### src/rtl/sample_arb_if.sv
// ---------------------------------------------------------------------------
// sample_arb_if
//   Bundles the requester-facing signals of the sampling-channel scheduler.
//   master : requester side (drives req/div/din, observes grants and results)
//   slave  : scheduler side (sample_arb)
//
//   req      requester -> arb   NREQ   level request per requester
//   div      requester -> arb   DIV_W  settle cycles before capture
//   din      requester -> arb   1      signal being sampled
//   gnt      arb -> requester   NREQ   one-hot grant while waiting
//   ack      arb -> requester   NREQ   one-hot one-cycle capture-complete pulse
//   dout     arb -> requester   1      captured din value
//   dout_id  arb -> requester   ID_W   index of requester owning dout
//   busy     arb -> requester   1      scheduler not idle
// ---------------------------------------------------------------------------
interface sample_arb_if #(
    parameter int NREQ  = 4,
    parameter int DIV_W = 4,
    parameter int ID_W  = 2
);
    logic [NREQ-1:0]  req;
    logic [DIV_W-1:0] div;
    logic             din;
    logic [NREQ-1:0]  gnt;
    logic [NREQ-1:0]  ack;
    logic             dout;
    logic [ID_W-1:0]  dout_id;
    logic             busy;

    modport master (
        output req, div, din,
        input  gnt, ack, dout, dout_id, busy
    );

    modport slave (
        input  req, div, din,
        output gnt, ack, dout, dout_id, busy
    );
endinterface

### src/rtl/sample_arb.sv
// ---------------------------------------------------------------------------
// sample_arb
//   Round-robin scheduler sharing one 1-bit sampling channel among NREQ
//   requesters. The winner waits div settle cycles, then din is captured
//   and returned with a one-cycle ack. Only one capture is in flight.
//
//   clk   in   system clock, rising edge
//   rst   in   asynchronous reset, active-low
//   bus   slave modport of sample_arb_if (req/div/din in,
//         gnt/ack/dout/dout_id/busy out, all outputs registered)
// ---------------------------------------------------------------------------
module sample_arb #(
    parameter int NREQ  = 4,
    parameter int DIV_W = 4,
    parameter int ID_W  = 2
) (
    input  logic        clk,
    input  logic        rst,
    sample_arb_if.slave bus
);

    typedef enum logic [1:0] {
        IDLE,
        WAIT,
        DONE
    } state_t;

    state_t           state;
    logic [ID_W-1:0]  ptr;     // scan start for the next arbitration
    logic [ID_W-1:0]  id;      // requester currently being served
    logic [DIV_W-1:0] cnt;     // remaining settle cycles
    logic [ID_W-1:0]  winner;
    logic             found;

    function automatic logic [ID_W-1:0] next_of(input logic [ID_W-1:0] i);
        return (int'(i) == NREQ - 1) ? '0 : i + 1'b1;
    endfunction

    function automatic logic [NREQ-1:0] onehot(input logic [ID_W-1:0] i);
        logic [NREQ-1:0] v;
        v    = '0;
        v[i] = 1'b1;
        return v;
    endfunction

    // Wrap-around priority scan starting at ptr; first set request wins.
    always_comb begin : scan
        int idx;
        // NOTE: every combinational output gets a default before any
        // conditional assignment, otherwise a latch is inferred.
        idx    = 0;
        winner = '0;
        found  = 1'b0;
        for (int i = 0; i < NREQ; i++) begin
            idx = int'(ptr) + i;
            if (idx >= NREQ) idx = idx - NREQ;
            if (!found && bus.req[ID_W'(idx)]) begin
                found  = 1'b1;
                winner = ID_W'(idx);
            end
        end
    end

    // NOTE: sequential state uses non-blocking assignments only, so every
    // register samples values from before the edge regardless of order.
    always_ff @(posedge clk or negedge rst) begin
        if (!rst) begin
            state       <= IDLE;
            ptr         <= '0;
            id          <= '0;
            cnt         <= '0;
            bus.gnt     <= '0;
            bus.ack     <= '0;
            bus.dout    <= 1'b0;
            bus.dout_id <= '0;
            bus.busy    <= 1'b0;
        end else begin
            case (state)
                IDLE: begin
                    if (found) begin
                        id       <= winner;
                        gnt_set(winner);
                        cnt      <= bus.div;    // div is frozen for this transaction
                        bus.busy <= 1'b1;
                        state    <= WAIT;
                    end
                end
                WAIT: begin
                    // Abort takes precedence over the settle counter.
                    if (!bus.req[id]) begin
                        bus.gnt  <= '0;
                        bus.busy <= 1'b0;
                        ptr      <= next_of(id);
                        state    <= IDLE;
                    end else if (cnt == '0) begin
                        bus.dout    <= bus.din;
                        bus.dout_id <= id;
                        bus.ack     <= onehot(id);
                        bus.gnt     <= '0;
                        ptr         <= next_of(id);
                        state       <= DONE;
                    end else begin
                        cnt <= cnt - 1'b1;
                    end
                end
                DONE: begin
                    bus.ack  <= '0;
                    bus.busy <= 1'b0;
                    state    <= IDLE;
                end
                default: state <= IDLE;
            endcase
        end
    end

    // Keeps the grant update readable inside the FSM.
    task automatic gnt_set(input logic [ID_W-1:0] i);
        bus.gnt <= onehot(i);
    endtask

endmodule

### src/flat_wrapper.sv
// flat-port wrapper written by rule: the top's interface ports become plain ports
module sample_arb_flat 
#(
    parameter int NREQ  = 4,
    parameter int DIV_W = 4,
    parameter int ID_W  = 2
)
  (clk, rst, bus_req, bus_div, bus_din, bus_gnt, bus_ack, bus_dout, bus_dout_id, bus_busy);
  sample_arb_if #(.NREQ(NREQ), .DIV_W(DIV_W), .ID_W(ID_W)) bus_i ();
  input  logic clk;
  input  logic rst;
  input wire logic [$bits(bus_i.req)-1:0] bus_req;
  input wire logic [$bits(bus_i.div)-1:0] bus_div;
  input wire logic [$bits(bus_i.din)-1:0] bus_din;
  output wire logic [$bits(bus_i.gnt)-1:0] bus_gnt;
  output wire logic [$bits(bus_i.ack)-1:0] bus_ack;
  output wire logic [$bits(bus_i.dout)-1:0] bus_dout;
  output wire logic [$bits(bus_i.dout_id)-1:0] bus_dout_id;
  output wire logic [$bits(bus_i.busy)-1:0] bus_busy;
  assign bus_i.req = bus_req;
  assign bus_i.div = bus_div;
  assign bus_i.din = bus_din;
  assign bus_gnt = bus_i.gnt;
  assign bus_ack = bus_i.ack;
  assign bus_dout = bus_i.dout;
  assign bus_dout_id = bus_i.dout_id;
  assign bus_busy = bus_i.busy;
  sample_arb #(.NREQ(NREQ), .DIV_W(DIV_W), .ID_W(ID_W)) u_core (.clk(clk), .rst(rst), .bus(bus_i));
endmodule
### config.mk
export PLATFORM = sky130hd
export DESIGN_NAME = sample_arb_flat
export DESIGN_NICKNAME = d
export VERILOG_FILES = /design/src/rtl/sample_arb_if.sv /design/src/rtl/sample_arb.sv /design/src/flat_wrapper.sv
export SDC_FILE = /design/constraint.sdc
export NUM_CORES = 1
export LEC_CHECK = 0
export CORE_MARGIN = 2
export CORE_UTILIZATION = 40
export DETAILED_ROUTE_END_ITERATION = 7
export PLACE_DENSITY = 0.74
export SETUP_SLACK_MARGIN = 0.1
export SYNTH_ARGS = -nofsm -noshare
export SYNTH_HDL_FRONTEND = slang
export SYNTH_SLANG_ARGS = --single-unit
### constraint.sdc
create_clock -name clk -period 2.85 [get_ports clk]
set_input_delay 0.7125 -clock clk [delete_from_list [all_inputs] [get_ports clk]]
set_output_delay 0.7125 -clock clk [all_outputs]
set_load 0.01 [all_outputs]
# After elaboration in Yosys (flattened, before gate mapping)
# Cells that the tools add are included.
# word_totals
register_bits,22
latch_bits,0
mem_bits_rw,0
rom_bits,0
in_bits,11
output_inout_bits,12
wordCells,112
n_memories,0
# op_classes
add_sub_neg,9
n_mul,0
div_mod_pow,0
order_cmp,12
n_eq_ne,10
n_shift,0
n_mux,51
bitwise,0
n_reduce_logical,21
# op_table
operator,count
4-bit 2-to-1 mux,8
2-bit 2-to-1 mux,14
4-bit case mux with 2 select lines,3
1-bit 2-to-1 mux,17
"2-bit by 4-bit less-than comparator with 1-bit output, second input constant",4
3-bit AND reduction,4
1-bit binary-select mux with 2-bit select,5
"3-bit greater-or-equal comparator, second input constant",3
"2-bit by 1-bit subtractor with 2-bit output, second input constant",4
"2-bit by 2-bit adder with 3-bit output, second input constant",2
"2-bit by 3-bit less-than comparator with 1-bit output, second input constant",2
"2-bit by 1-bit != test with 1-bit output, second input constant",3
"2-bit != test, second input constant",3
2-bit AND reduction,3
1-bit logical AND,5
1-bit demux with 2-bit select,2
"2-bit by 1-bit == test with 1-bit output, second input constant",2
"2-bit by 1-bit greater-or-equal comparator with 1-bit output, second input constant",2
4-bit zero test,1
2-bit case mux with 2 select lines,1
4-bit AND reduction,1
2-bit nonzero test,2
"4-bit by 1-bit subtractor with 4-bit output, second input constant",1
"2-bit by 1-bit adder with 3-bit output, second input constant",1
8 further kinds,10

# Depth between registers and ports, before layout
# Gate-level depths: netlist of run 1.
# depth
word_depth,21
depth_mapped,7

# Worst setup path before layout of run 1
# Ideal clock, no wire load.
# synth_path
path_kind,input to register
startpoint,input bus_req[3]
endpoint,register u_core.bus.dout_id[0]
setup_time_ns,0.125
t_arrival_ns,1.838
required_ns,2.725
path_slack_ns,0.887
path_stages,4
path_buffers,1
cell_sequence,mux4_2 > nor3b_4 > buf_6 > mux2_4
# synth_via
elab_chain_cells,3
# synth_lines
item,line,text
from (decl),flat_wrapper.sv:12,input wire logic [$bits(bus_i.req)-1:0] bus_req;
1-bit binary-select mux with 2-bit select,sample_arb.sv:90,if (!bus.req[id]) begin
1-bit 2-to-1 mux (not written as such),sample_arb.sv:90,
3-bit AND reduction (no line),--,
to (signal assigned),sample_arb.sv:97,bus.dout_id <= id;
to (decl),sample_arb_if.sv:37,"output gnt, ack, dout, dout_id, busy"
# No other way between the ends. The select of a mux whose other input is x is not followed.
# A chain may end at the register's enable or synchronous reset.

# Final worst setup path of run 1
# layout_path
startpoint,register u_core.state[1]
endpoint,register u_core.bus.dout
# layout_via
elab_chain_cells,2
# layout_lines
item,line,text
from (decl),sample_arb.sv:28,state_t state;
from (signal assigned),sample_arb.sv:68,state <= IDLE;
from (signal assigned),sample_arb.sv:85,state <= WAIT;
from (signal assigned),sample_arb.sv:94,state <= IDLE;
2-bit by 1-bit == test with 1-bit output,sample_arb.sv:78,case (state)
3-bit AND reduction (no line),--,
to (signal assigned),sample_arb.sv:96,bus.dout <= bus.din;
to (decl),sample_arb_if.sv:37,
# No other way between the ends.

==> impl_metrics.toml, run 1 <==
[power_and_ir_drop]
cellPowerDensity_mw_per_mm2 = 1011
clockPowerShare_pct = 10.9
p_sw_share_pct = 41.00
p_switching_mw = 0.6638
p_total_mw = 1.619
seq_power_share_pct = 35.4
internal_power_mw = 0.9552
p_comb_share_pct = 53.7
leakage_nw = 0.6986
peakVddDrop_uv = 429.9

[clock_network]
cts_resized = 0
cts_tree = "yes"
cts-hold-fix-buffers = 0
numCtsBuffers = 3
cts_max_level = 1
clk_path_buf_depth = 2
cts_num_sinks = 22
clk_pin_slew_worst_paths_ns = 0.13
worstSkewPairLatency_ns = 0.32
cts_root_buf = "clkbuf_4"
post_cts_buffers = 0

[sta]
relSlewSlack_pct = 57.73
rsz0062_at_grt = "false"
fin_worst_skew_ns = 0.009185
worst_pin_slew_ns = 0.6334
setup_viol = 0
fin_crit_ns = 2.393
fin_setup_tns_ns = 0
period_share_pct = 83.95
final-max-slew-violation-count = 0
hold_viol = 0
fmax_mhz = 418.0

[grt]
overflow = 0
grt.busiest_layer = "met2"
use_met2_pct = 30.12
grt_max_degree = 23
globalRouteTotalUtil_pct = 17.44
grt_pass1_vias = 1061
antenna_found_initial = 0
grt_first_pass_wirelength_mm = 4.678
use_met1_pct = 20.78
gr-usage-met3_pct = 4.762

[routing]
vias_per_cell = 5.353
drt_first_pass_iters = 4
drc = 0
num_vias = 1017
ant_nets = 0
initialDrtViolationCount = 48
post_drt_wl_per_cell_um = 14.43
wirelength_mm = 2.741

[synthesis]
ys.warnings.count = 0
ys_async_sr_fraction_pct = 100.0
synth_area_mm2 = 0.001260
synth_cell_type_count = 38
ys_ff_latch = 22
synth_top_cells_by_area = "dfrtp_1 44%, ha_1 8.9%, mux2i_1 5.6%"
synth_nets = 136
synth.top_cell.area_share_pct = 43.69
ys.flop_type = "dfrtp_1"
avgSynthCellArea_um2 = 10.86
ys_seq_area_share_pct = 43.69
synth-edff-count = 0
synth.largest_area_cell = "dfrtp_1"
synth_cells = 116

[worst_setup_path]
worstReg2RegStart = "u_core.state[1]"
start_kind = "register"
crit_type = "register to register"
crit_slowest_cell = "nor3b_4"
path_common_cell = "inv_1"
reg2reg_depth = 5
slowest_delay_ns = 0.61
path_buf_inv = 2
worstReg2RegEnd = "u_core.bus.dout"
cp_top_family = "simple AND/OR/NAND/NOR gates"
crit_chain = "inv_1, ha_1, inv_1, nor3b_4, mux2_2"
rrSetupSlack_ns = 0.46
worst-path-max-fanout = 15
setup.worst_path.end_class = "register"
crit_arrival_ns = 2.61
cp.required_ns = 3.07

[floorplan]
die_area_mm2 = 0.003615
die_w_um = 60.13
coreArea_mm2 = 0.003028
start_util_pct = 41.61
row_count = 20
die_h_um = 60.13
pin_count = 23

[min_path]
min_to = "u_core.bus.dout_id[1]"
min_from = "u_core.bus.dout_id[1]"
whs_path_depth = 1
hold_class = "register to register"

[final_layout]
diodes = 0
drive_gt1_share_pct = 15.75
fill_cells = 270
nNetsFinal = 167
multi_input_area_um2 = 656.9
seq_area_um2 = 550.5
syn2layout_area_growth_pct = 27.11
final-instance-count-excl-fill = 190

[placed_design]
hpwl_mm = 2.071
finalWeightedCongestion = 0.8398
dp_cells = 186
port_buffers = 22

[run_status]
outcome = "finished, final reports clean"

[run]
cap_violations = 0
state kept, by name, summed over array words and instances, names as in the netlist:
signal	count
u_core.ptr	2
u_core.id	2
u_core.cnt	4
u_core.state	2
u_core.bus.ack	4
u_core.bus.gnt	4
u_core.bus.dout_id	2
u_core.bus.busy	1
u_core.bus.dout	1
per-layer routing:
metal	up-vias	part of all wire [%]	wire length (um)
met3	7	5.6	153
met2	33	49	1352
met5	-	0	0
li1	493	-	-
met1	484	44	1199
met4	0	1.3	37
cells in the final DEF (no fill, tap or decap), types with 2 or more instances in the layout:
master	count
buf_4	6
ha_1	9
nor2_1	4
mux2i_1	7
a21oi_1	6
nor3_1	3
o31ai_1	2
clkdlybuf4s50_1	22
a32o_1	4
o22ai_1	5
mux2_2	3
nand2b_1	2
nand3_1	2
inv_1	10
o21ai_0	5
dfrtp_1	22
nand2_1	9
clkbuf_4	3
layout make-up:
cell class,count,share of cell area [%]
timing repair buffer,28,16.56
multi-input combinational,82,41.02
tap,44,3.437
sequential,22,34.37
clock buffer,4,2.266
inverter,10,2.344
how the worst max path moves through the flow:
stage	start	end	slack, ns	cells past startpoint
CTS	u_core.state[1]	u_core.bus.ack[1]	0.47	6
floorplan	bus_req[3]	u_core.bus.dout_id[0]	0.89	4
detailed placement	bus_req[2]	u_core.bus.ack[1]	0.20	5
finish	u_core.state[1]	u_core.bus.dout	0.46	5
global placement	bus_req[2]	u_core.bus.dout	0.30	4
global route	u_core.state[1]	u_core.bus.ack[1]	0.24	6
power groups by stage:
stage          clock, mW  sequential (mW)  combinational (mW)
2_1_floorplan          0            0.578               0.544
3_3_place_gp           0            0.570               0.829
5_1_grt            0.198            0.593               0.965
4_1_cts            0.183            0.571               0.871
6_report           0.177            0.573               0.869
3_5_place_dp           0            0.576               0.867
cells in the mapped netlist, types with 2 or more instances:
cell / instances
o31ai_1: 2
dfrtp_1: 22
nand2_1: 9
o21ai_0: 5
o22ai_1: 5
nor3_1: 3
inv_1: 10
nand3_1: 2
a21oi_1: 6
ha_1: 9
nand2b_1: 2
mux2i_1: 7
a32o_1: 4
nor2_1: 4
mux2_2: 3
stage by stage:
stage | worst slack (ns) | area [um2] | hold slack (ns) | utilization (%)
CTS | 0.4663 | 1602 | 0.5258 | 52.89
detailed placement | 0.1967 | 1565 | 0.5003 | 51.69
finish | 0.4575 | 1602 | 0.5247 | 52.89
global placement | 0.2974 | 1565 | 0.4890 | 51.69
global route | 0.2362 | 1602 | 0.5385 | 52.89
floorplan | 0.8873 | 1260 | 0.4169 | -
logic make-up after synthesis:
kind of cell	Yosys count	synth area share, %
and+or+nand+nor	27	11.82
DFF	22	43.69
muxes	12	11.22
AOI/OAI and AO/OA	34	20.16
adders and majority gates	9	8.938
buffers and inverters	12	4.171
worst reg2reg max path, stage by stage (launching register included):
cell     delay (ns)
dfrtp_1        0.43
inv_1          0.09
ha_1           0.48
inv_1          0.28
nor3b_4        0.61
mux2_2         0.41
Note: power is estimated with default switching activity, not from simulation.
==> run 2: changes to the inputs <==
==> constraint.sdc (replaced) <==
create_clock -name clk -period 2.21 [get_ports clk]
set_input_delay 0.5525 -clock clk [delete_from_list [all_inputs] [get_ports clk]]
set_output_delay 0.5525 -clock clk [all_outputs]
set_load 0.01 [all_outputs]
==> impl_metrics.toml, run 2 (synthesis results as in run 1) <==
[final_layout]
final-instance-count-excl-fill = 195
fill_cells = 262
largestRegisters = "u_core.bus.ack (4), u_core.bus.gnt (4), u_core.cnt (4)"
nNetsFinal = 172
mostFrequentLayoutCells = "22 x clkdlybuf4s50_1, 22 x dfrtp_1, 10 x inv_1, 10 x buf_4"
diodes = 0
drive_gt1_share_pct = 18.54
syn2layout_area_growth_pct = 31.08

[run_status]
outcome = "finished, final reports clean"

[routing]
post_drt_wl_per_cell_um = 13.60
initialDrtViolationCount = 48
drt_first_pass_iters = 4
wirelength_mm = 2.652
num_vias = 1037
vias_per_cell = 5.318
ant_nets = 0
drc = 0

[worst_setup_path]
crit_arrival_ns = 2.18
worstReg2RegStart = "u_core.cnt[0]"
setup.worst_path.end_class = "register"
startpoint = "u_core.cnt[0]"
start_kind = "register"
crit_type = "register to register"
rrSetupSlack_ns = 0.24
slowest_delay_ns = 0.43
cp_top_family = "simple AND/OR/NAND/NOR gates"
cp.required_ns = 2.42
crit_slowest_cell = "or3b_4"
worst-path-max-fanout = 12
path_buf_inv = 2
crit_chain = "inv_1, ha_1, or3b_4, nor3b_4, buf_12, mux2_2"

[grt]
grt_max_degree = 23
globalRouteTotalUtil_pct = 15.94
grt_first_pass_wirelength_mm = 4.333
antenna_found_initial = 0
grt_pass1_vias = 1007
overflow = 0

[floorplan]
die_w_um = 60.13
die_h_um = 60.13
row_count = 20
start_util_pct = 41.61
pin_count = 23
die_area_mm2 = 0.003615
coreArea_mm2 = 0.003028

[sta]
fin_worst_skew_ns = 0.009651
setup_viol = 0
period_share_pct = 89.22
hold_viol = 0
final-max-slew-violation-count = 0
holdWs_ns = 0.5167
fmax_mhz = 507.2
relSlewSlack_pct = 72.82
fin_setup_tns_ns = 0
worst_pin_slew_ns = 0.4063
fin_crit_ns = 1.972
rsz0062_at_grt = "false"

[power_and_ir_drop]
p_total_mw = 2.127
p_switching_mw = 0.8491
seq_power_share_pct = 34.8
leakage_nw = 0.7261
internal_power_mw = 1.277
clockPowerShare_pct = 10.4
p_sw_share_pct = 39.93
peakVddDrop_uv = 729.0
p_comb_share_pct = 54.7
cellPowerDensity_mw_per_mm2 = 1288

[min_path]
hold_class = "register to register"
min_from = "u_core.bus.gnt[2]"

[clock_network]
cts_num_sinks = 22
numCtsBuffers = 3
cts_resized = 0
worstSkewPairLatency_ns = 0.31
cts_tree = "yes"
cts_root_buf = "clkbuf_4"
clk_pin_slew_worst_paths_ns = 0.12
clk_path_buf_depth = 2
cts-hold-fix-buffers = 0
post_cts_buffers = 1
cts_max_level = 1

[placed_design]
port_buffers = 22
hpwl_mm = 1.978
dp_cells = 190
finalWeightedCongestion = 0.8109

[run]
cap_violations = 0
==> run 2: changes by cell type in the layout (fill, tap and decap cells not counted), sizes merged <==
cell	before	now
buf	6	11
==> run 2: per-stage QoR <==
stage | worst slack [ns] | area, um2 | utilization [%]
finish | 0.2382 | 1652 | 54.55
global route | 0.1611 | 1652 | 54.55
CTS | 0.2562 | 1652 | 54.55
detailed placement | -0.2448 | 1595 | 52.69
global placement | -0.1493 | 1595 | 52.69
floorplan | 0.3897 | 1260 | -
==> run 2: power by group through the flow <==
| stage | registers (mW) | clock network, mW | logic, mW |
|---|---|---|---|
| final | 0.740 | 0.222 | 1.16 |
| after global routing | 0.766 | 0.248 | 1.29 |
| after CTS | 0.738 | 0.229 | 1.17 |
| after detailed placement | 0.744 | 0 | 1.15 |
| after global placement | 0.735 | 0 | 1.12 |
| after floorplan | 0.745 | 0 | 0.702 |
==> run 2: path summary, 6_finish.rpt <==
path | to | cells past startpoint
worst max-delay path | u_core.bus.dout_id[1] | 6
worst max register to register | u_core.bus.dout_id[1] | 6
max in group asynchronous | u_core.bus.gnt[3] | 2
worst min-delay path | u_core.bus.gnt[2] | 1
min in group asynchronous | u_core.bus.dout | 2
worst min register to register | u_core.bus.gnt[2] | 1
==> run 2: area by class of cell <==
type / count / area, um2 / share of cell area, %
Multi-Input combinational cell: 82 / 656.9 / 39.77
Sequential cell: 22 / 550.5 / 33.33
Clock buffer: 4 / 36.28 / 2.197
Tap cell: 44 / 55.05 / 3.333
Timing Repair Buffer: 33 / 315.3 / 19.09
Inverter: 10 / 37.54 / 2.273
==> run 2: layer usage <==
metal | part of all wire (%) | GRT usage, % | vias to the layer above
li1 | - | - | 503
met3 | 5.0 | 4.329 | 0
met2 | 50 | 27.80 | 26
met1 | 45 | 19.81 | 508
met4 | 0 | 2.857 | 0
met5 | 0 | 0 | -
==> run 2: worst reg2reg max path, cell delays in order, from the launching register on <==
cell,delay (ns)
dfrtp_1,0.39
inv_1,0.10
ha_1,0.21
or3b_4,0.43
nor3b_4,0.25
buf_12,0.17
mux2_2,0.34
==> run 3: changes to the inputs <==
--- a/config.mk
+++ b/config.mk
@@ -8,6 +8,7 @@
 export CORE_MARGIN = 2
 export CORE_UTILIZATION = 40
 export DETAILED_ROUTE_END_ITERATION = 7
+export HOLD_SLACK_MARGIN = 0.08
 export PLACE_DENSITY = 0.74
 export SETUP_SLACK_MARGIN = 0.1
 export SYNTH_ARGS = -nofsm -noshare
==> results of run 3 <==
No change in the layout: final DEF, timing and power equal those of run 2.
